==> src/rtl/ghash_block_packer.sv <==
// GHASH block packer: pads incoming 128-bit AAD/ciphertext blocks, pairs them
// into 256-bit words for the 2-block GHASH stage and appends the GCM length
// block len(A)||len(C) at the end of each packet.
module ghash_block_packer #(
  parameter int NB_BLOCK = 128,
  parameter int N_BLOCKS = 2,
  parameter int NB_DATA  = N_BLOCKS * NB_BLOCK,
  parameter int NB_LEN   = 64
) (
  input  logic                i_clock,
  input  logic                i_reset_n,
  input  logic [NB_BLOCK-1:0] i_data,
  input  logic                i_valid,
  input  logic                i_is_aad,
  input  logic [4:0]          i_nbytes,
  input  logic                i_last,
  output logic                o_ready,
  output logic [NB_DATA-1:0]  o_data_x_bus,
  output logic [N_BLOCKS-1:0] o_skip_bus,
  output logic                o_sop,
  output logic                o_valid,
  output logic                o_last
);

  localparam int NB_BYTES = NB_BLOCK / 8;

  typedef enum logic {
    ST_ACC,
    ST_LEN
  } state_t;

  state_t                state_q, state_d;
  logic                  slot_full_q, slot_full_d;
  logic [NB_BLOCK-1:0]   slot0_q, slot0_d;
  logic [NB_LEN-1:0]     aad_bits_q, aad_bits_d;
  logic [NB_LEN-1:0]     txt_bits_q, txt_bits_d;
  logic [NB_BLOCK-1:0]   len_q, len_d;
  logic                  sop_pend_q, sop_pend_d;
  logic                  ready_q, ready_d;
  logic [NB_DATA-1:0]    data_q, data_d;
  logic [N_BLOCKS-1:0]   skip_q, skip_d;
  logic                  sop_q, sop_d;
  logic                  valid_q, valid_d;
  logic                  last_q, last_d;

  logic [4:0]            nbytes_eff;
  logic [NB_BLOCK-1:0]   blk;
  logic [NB_LEN-1:0]     add_bits;
  logic [NB_LEN-1:0]     aad_sum;
  logic [NB_LEN-1:0]     txt_sum;
  logic [NB_BLOCK-1:0]   len_blk;
  logic                  accept;

  // Next-state logic: padding, length counting, slot pairing and word emission
  always_comb begin
    nbytes_eff = ((i_nbytes == 5'd0) || (i_nbytes > 5'd16)) ? 5'd16 : i_nbytes;

    blk = i_data;
    for (int b = 0; b < NB_BYTES; b++) begin
      if (5'(b) >= nbytes_eff) begin
        blk[NB_BLOCK-1-8*b -: 8] = 8'h00;
      end
    end

    add_bits = {{(NB_LEN-8){1'b0}}, nbytes_eff, 3'b000};
    aad_sum  = aad_bits_q + (i_is_aad ? add_bits : {NB_LEN{1'b0}});
    txt_sum  = txt_bits_q + (i_is_aad ? {NB_LEN{1'b0}} : add_bits);
    len_blk  = {aad_sum, txt_sum};
    accept   = i_valid && ready_q;

    state_d     = state_q;
    slot_full_d = slot_full_q;
    slot0_d     = slot0_q;
    aad_bits_d  = aad_bits_q;
    txt_bits_d  = txt_bits_q;
    len_d       = len_q;
    sop_pend_d  = sop_pend_q;
    data_d      = data_q;
    skip_d      = '0;
    sop_d       = 1'b0;
    valid_d     = 1'b0;
    last_d      = 1'b0;

    case (state_q)
      ST_ACC: begin
        if (accept) begin
          aad_bits_d = aad_sum;
          txt_bits_d = txt_sum;
          if (!slot_full_q) begin
            if (i_last) begin
              data_d     = {len_blk, blk};
              valid_d    = 1'b1;
              sop_d      = sop_pend_q;
              last_d     = 1'b1;
              sop_pend_d = 1'b1;
              aad_bits_d = '0;
              txt_bits_d = '0;
            end else begin
              slot0_d     = blk;
              slot_full_d = 1'b1;
            end
          end else begin
            data_d      = {blk, slot0_q};
            valid_d     = 1'b1;
            sop_d       = sop_pend_q;
            sop_pend_d  = 1'b0;
            slot_full_d = 1'b0;
            if (i_last) begin
              len_d      = len_blk;
              aad_bits_d = '0;
              txt_bits_d = '0;
              state_d    = ST_LEN;
            end
          end
        end
      end
      ST_LEN: begin
        data_d     = {{NB_BLOCK{1'b0}}, len_q};
        valid_d    = 1'b1;
        skip_d     = 2'b10;
        last_d     = 1'b1;
        sop_pend_d = 1'b1;
        state_d    = ST_ACC;
      end
      default: begin
        state_d = ST_ACC;
      end
    endcase

    ready_d = (state_d == ST_ACC);
  end

  // State, counters and registered outputs; reset discards any partial packet
  always_ff @(posedge i_clock or negedge i_reset_n) begin
    if (!i_reset_n) begin
      state_q     <= ST_ACC;
      slot_full_q <= 1'b0;
      slot0_q     <= '0;
      aad_bits_q  <= '0;
      txt_bits_q  <= '0;
      len_q       <= '0;
      sop_pend_q  <= 1'b1;
      ready_q     <= 1'b0;
      data_q      <= '0;
      skip_q      <= '0;
      sop_q       <= 1'b0;
      valid_q     <= 1'b0;
      last_q      <= 1'b0;
    end else begin
      state_q     <= state_d;
      slot_full_q <= slot_full_d;
      slot0_q     <= slot0_d;
      aad_bits_q  <= aad_bits_d;
      txt_bits_q  <= txt_bits_d;
      len_q       <= len_d;
      sop_pend_q  <= sop_pend_d;
      ready_q     <= ready_d;
      data_q      <= data_d;
      skip_q      <= skip_d;
      sop_q       <= sop_d;
      valid_q     <= valid_d;
      last_q      <= last_d;
    end
  end

  assign o_ready      = ready_q;
  assign o_data_x_bus = data_q;
  assign o_skip_bus   = skip_q;
  assign o_sop        = sop_q;
  assign o_valid      = valid_q;
  assign o_last       = last_q;

endmodule

==> config.mk <==
export PLATFORM = sky130hd
export DESIGN_NAME = ghash_block_packer
export DESIGN_NICKNAME = d
export VERILOG_FILES = /design/src/rtl/ghash_block_packer.sv
export SDC_FILE = /design/constraint.sdc
export NUM_CORES = 1
export LEC_CHECK = 0
export CORE_MARGIN = 8
export CORE_UTILIZATION = 35
export DETAILED_ROUTE_END_ITERATION = 8
export MAX_ROUTING_LAYER = met4
export PLACE_DENSITY_LB_ADDON = 0.15
export REMOVE_ABC_BUFFERS = 1
export SYNTH_ARGS = -nofsm -noshare
export SYNTH_HDL_FRONTEND = slang
export SYNTH_SLANG_ARGS = --single-unit
==> constraint.sdc <==
create_clock -name i_clock -period 7.6 [get_ports i_clock]
set_clock_uncertainty 0.15 [all_clocks]
set_input_delay 1.14 -clock i_clock [delete_from_list [all_inputs] [get_ports i_clock]]
set_output_delay 1.14 -clock i_clock [all_outputs]
set_load 0.02 [all_outputs]
==> impl_metrics.toml <==
[setup_path]
start_kind = "input port"
end_kind = "register"
required_ns = 7.91
cp.arrival_ns = 5.43
crit_type = "in2reg"
cp_max_fo = 21

[cells_and_area]
design_area_um2 = 37500
final_nets = 3658
nFillCells = 8352
drive_gt1_frac = 0.0561
syn2layout_area_growth_pct = 24.3

[synth]
synthFlopType = "dfrtp_1"
synthTopCellsByCount = "dfrtp_1, nand2_1, o21ai_0"
ys_seq_area_frac = 0.527
synth_xor_area_frac = 0.0331
yosys_warnings = 0
synth_mux_area_frac = 0.00298
synth_top_family_by_area = "compound AO/OA/AOI/OAI gates"
synth_top_area_share = 0.526
ys_seq_elements = 636
synth_most_common_cell = "dfrtp_1"
async_reset_ff_frac = 1.00
synthTopCellsByArea = "dfrtp_1, o21ai_0, nand2_1, a22oi_1, clkbuf_1"
yosys.area_share.simple = 0.151
avgSynthCellArea_um2 = 9.26
syn-instance-count = 3261
synth-edff-count = 0
synth_compound_gate_area_share = 0.238
syn_area_um2 = 30200
synth_cell_types = 71
synthAdderAreaFrac = 0.00588
yosys.area.top_type = "dfrtp_1"

[sta]
slew_viol_final = 0
rsz0062_at_grt = "no"
hold_viol_final = 0
fin_crit_ns = 5.12
setup_viol = 0
relSlewSlack = 0.216
hold_slack_ns = 0.326
timing.fmax_mhz = 195
post-route-period-util = 0.674
worst_slew_pin_slew_ns = 1.17

[grt]
grtUsageMet1 = 0.295
grt_pass1_vias = 25200
grt_max_degree = 158
use_met3 = 0.0358
grt_pass1_wl_mm = 162
top_usage_layer = "met2"
overflow = 0
gr-usage-met2 = 0.355
antenna_found_initial = 3
track_usage = 0.222

[place]
dpl_cell_area_um2 = 35000
gp_congestion = 0.822
dp_hpwl_mm = 69.3
place.port_buffers = 398

[clock_network]
clock_latency_ns = 0.64
numCtsBuffers = 75
postCtsSetupBuffers = 0
cts_max_level = 3
clk_pin_slew_ns = 0.06
cts_resized = 0
numClockSinks = 636
cts_tree = "done"
cts_max_path_buffers = 3
holdBufCountCts = 0
cts_root_buf = "clkbuf_16"

[die]
start_util = 0.354
fp.dieH_um = 310
die_width_um = 310
num_rows = 107
core_um2 = 85300
die_area_um2 = 95900
io-pin-count = 400

[worst_hold_path]
worstHoldPathType = "reg2reg"

[pwr]
power.density_nw_per_um2 = 275
p_leak_nw = 15.6
ir_drop_mv = 0.158

[outcome]
status = "finished, final reports clean"

[route]
via_per_inst = 5.45
drtIter0Drc = 1863
wl_mm = 107
wl_per_cell_um = 22.6
dr.pass1.iters = 7
ant_nets = 0
route.detailed.drc = 0
vias = 25700

[job]
maxCapViolCount = 0
## cell type report
| cell class | count | area [µm²] | area share |
|---|---|---|---|
| sequential | 636 | 15900 | 0.424 |
| multi-input combinational | 2309 | 13100 | 0.349 |
| timing repair buffer | 439 | 4380 | 0.117 |
| clock buffer | 112 | 2210 | 0.0588 |
| tap | 1144 | 1430 | 0.0381 |
| clock inverter | 21 | 289 | 0.00770 |
| inverter | 46 | 173 | 0.00460 |
| antenna | 6 | 15.0 | 0.000400 |
## path summary, 6_finish.rpt
check	startpoint	slack, ns	cells past startpoint	to
worst min-delay path	slot0_q[13]	0.33	2	slot0_q[13]
worst max register to register	slot_full_q	3.57	5	o_data_x_bus[248]
worst min register to register	slot0_q[13]	0.33	2	slot0_q[13]
max in group asynchronous	i_reset_n	5.46	2	o_data_x_bus[231]
min in group asynchronous	i_reset_n	0.36	1	o_data_x_bus[16]
worst max-delay path	i_nbytes[1]	2.48	15	len_q[99]
## layer usage
layer	share of wire	routed length [µm]
met1	0.45	47500
met2	0.48	50800
met3	0.057	6130
met4	0.020	2150
met5	0	0
## cells by family (layout without fill, tap and decap cells)
family,Yosys count,count (layout)
buf+inv,316,618
fa+ha+maj,13,13
simple gates,1002,1002
compound gates,1170,1170
mux,9,9
flops,636,636
xor+xnor,114,114
other cells,1,7
## flip-flops by register name (all words and copies together), names as in the netlist
name and cells:
o_data_x_bus 256, slot0_q 128, len_q 122, aad_bits_q 61
txt_bits_q 61, o_last 1, o_ready 1, o_skip_bus 1
o_sop 1, o_valid 1, slot_full_q 1, sop_pend_q 1
state_q 1
## metrics by stage
step / util / setup slack, ns / total power [mW] / instances / setup TNS, ns
2_1_floorplan: - / -4.95 / 5.43 / 2991 / -1564.60
3_3_place_gp: 0.411 / 2.04 / 6.70 / 4574 / 0
3_5_place_dp: 0.411 / 1.95 / 6.72 / 4574 / 0
4_1_cts: 0.440 / 2.58 / 10.5 / 4707 / 0
5_1_grt: 0.440 / 2.24 / 10.8 / 4710 / 0
6_report: 0.440 / 2.48 / 10.3 / 4713 / 0
## cell usage in the layout, fill, tap and decap left out, types with 15 or more instances in the layout
| master | count |
|---|---|
| nand3_1 | 74 |
| or3_1 | 15 |
| clkbuf_8 | 17 |
| and2_1 | 25 |
| xnor2_1 | 47 |
| nor2_1 | 106 |
| nand2_1 | 581 |
| clkdlybuf4s50_1 | 396 |
| a31oi_1 | 27 |
| a21oi_1 | 102 |
| buf_4 | 35 |
| o21ai_1 | 35 |
| and4_1 | 18 |
| o31ai_1 | 62 |
| xor2_1 | 67 |
| and3_1 | 31 |
| clkbuf_1 | 19 |
| clkbuf_16 | 76 |
| inv_1 | 46 |
| nand2b_1 | 15 |
| dfrtp_1 | 633 |
| o21ai_0 | 578 |
| nor3_1 | 18 |
| a21o_1 | 20 |
| a222oi_1 | 21 |
| a22oi_1 | 191 |
| o21a_1 | 41 |
| a22o_1 | 34 |
| nand4_1 | 56 |
## worst max-delay path: stages
cell and delay [ns]:
clkdlybuf4s50_1 0.52, nor2_1 0.22, nand2_1 0.07, ha_1 0.38, nand2b_1 0.31, nor2_1 0.08, ha_1 0.20, inv_1 0.07
fa_1 0.20, nor2b_1 0.09, o31ai_2 0.59, nand2_1 0.79, nand4_1 0.44, xor2_1 0.21, o21ai_0 0.12
## power by group
group	switching [mW]	total [mW]	leakage, nW	internal [mW]
Combinational	1.43	2.37	5.81	0.941
Clock	1.50	3.68	1.21	2.19
Sequential	0.353	4.25	8.56	3.90
Total	3.28	10.3	15.6	7.03
Note: power is estimated with default switching activity, not from simulation.
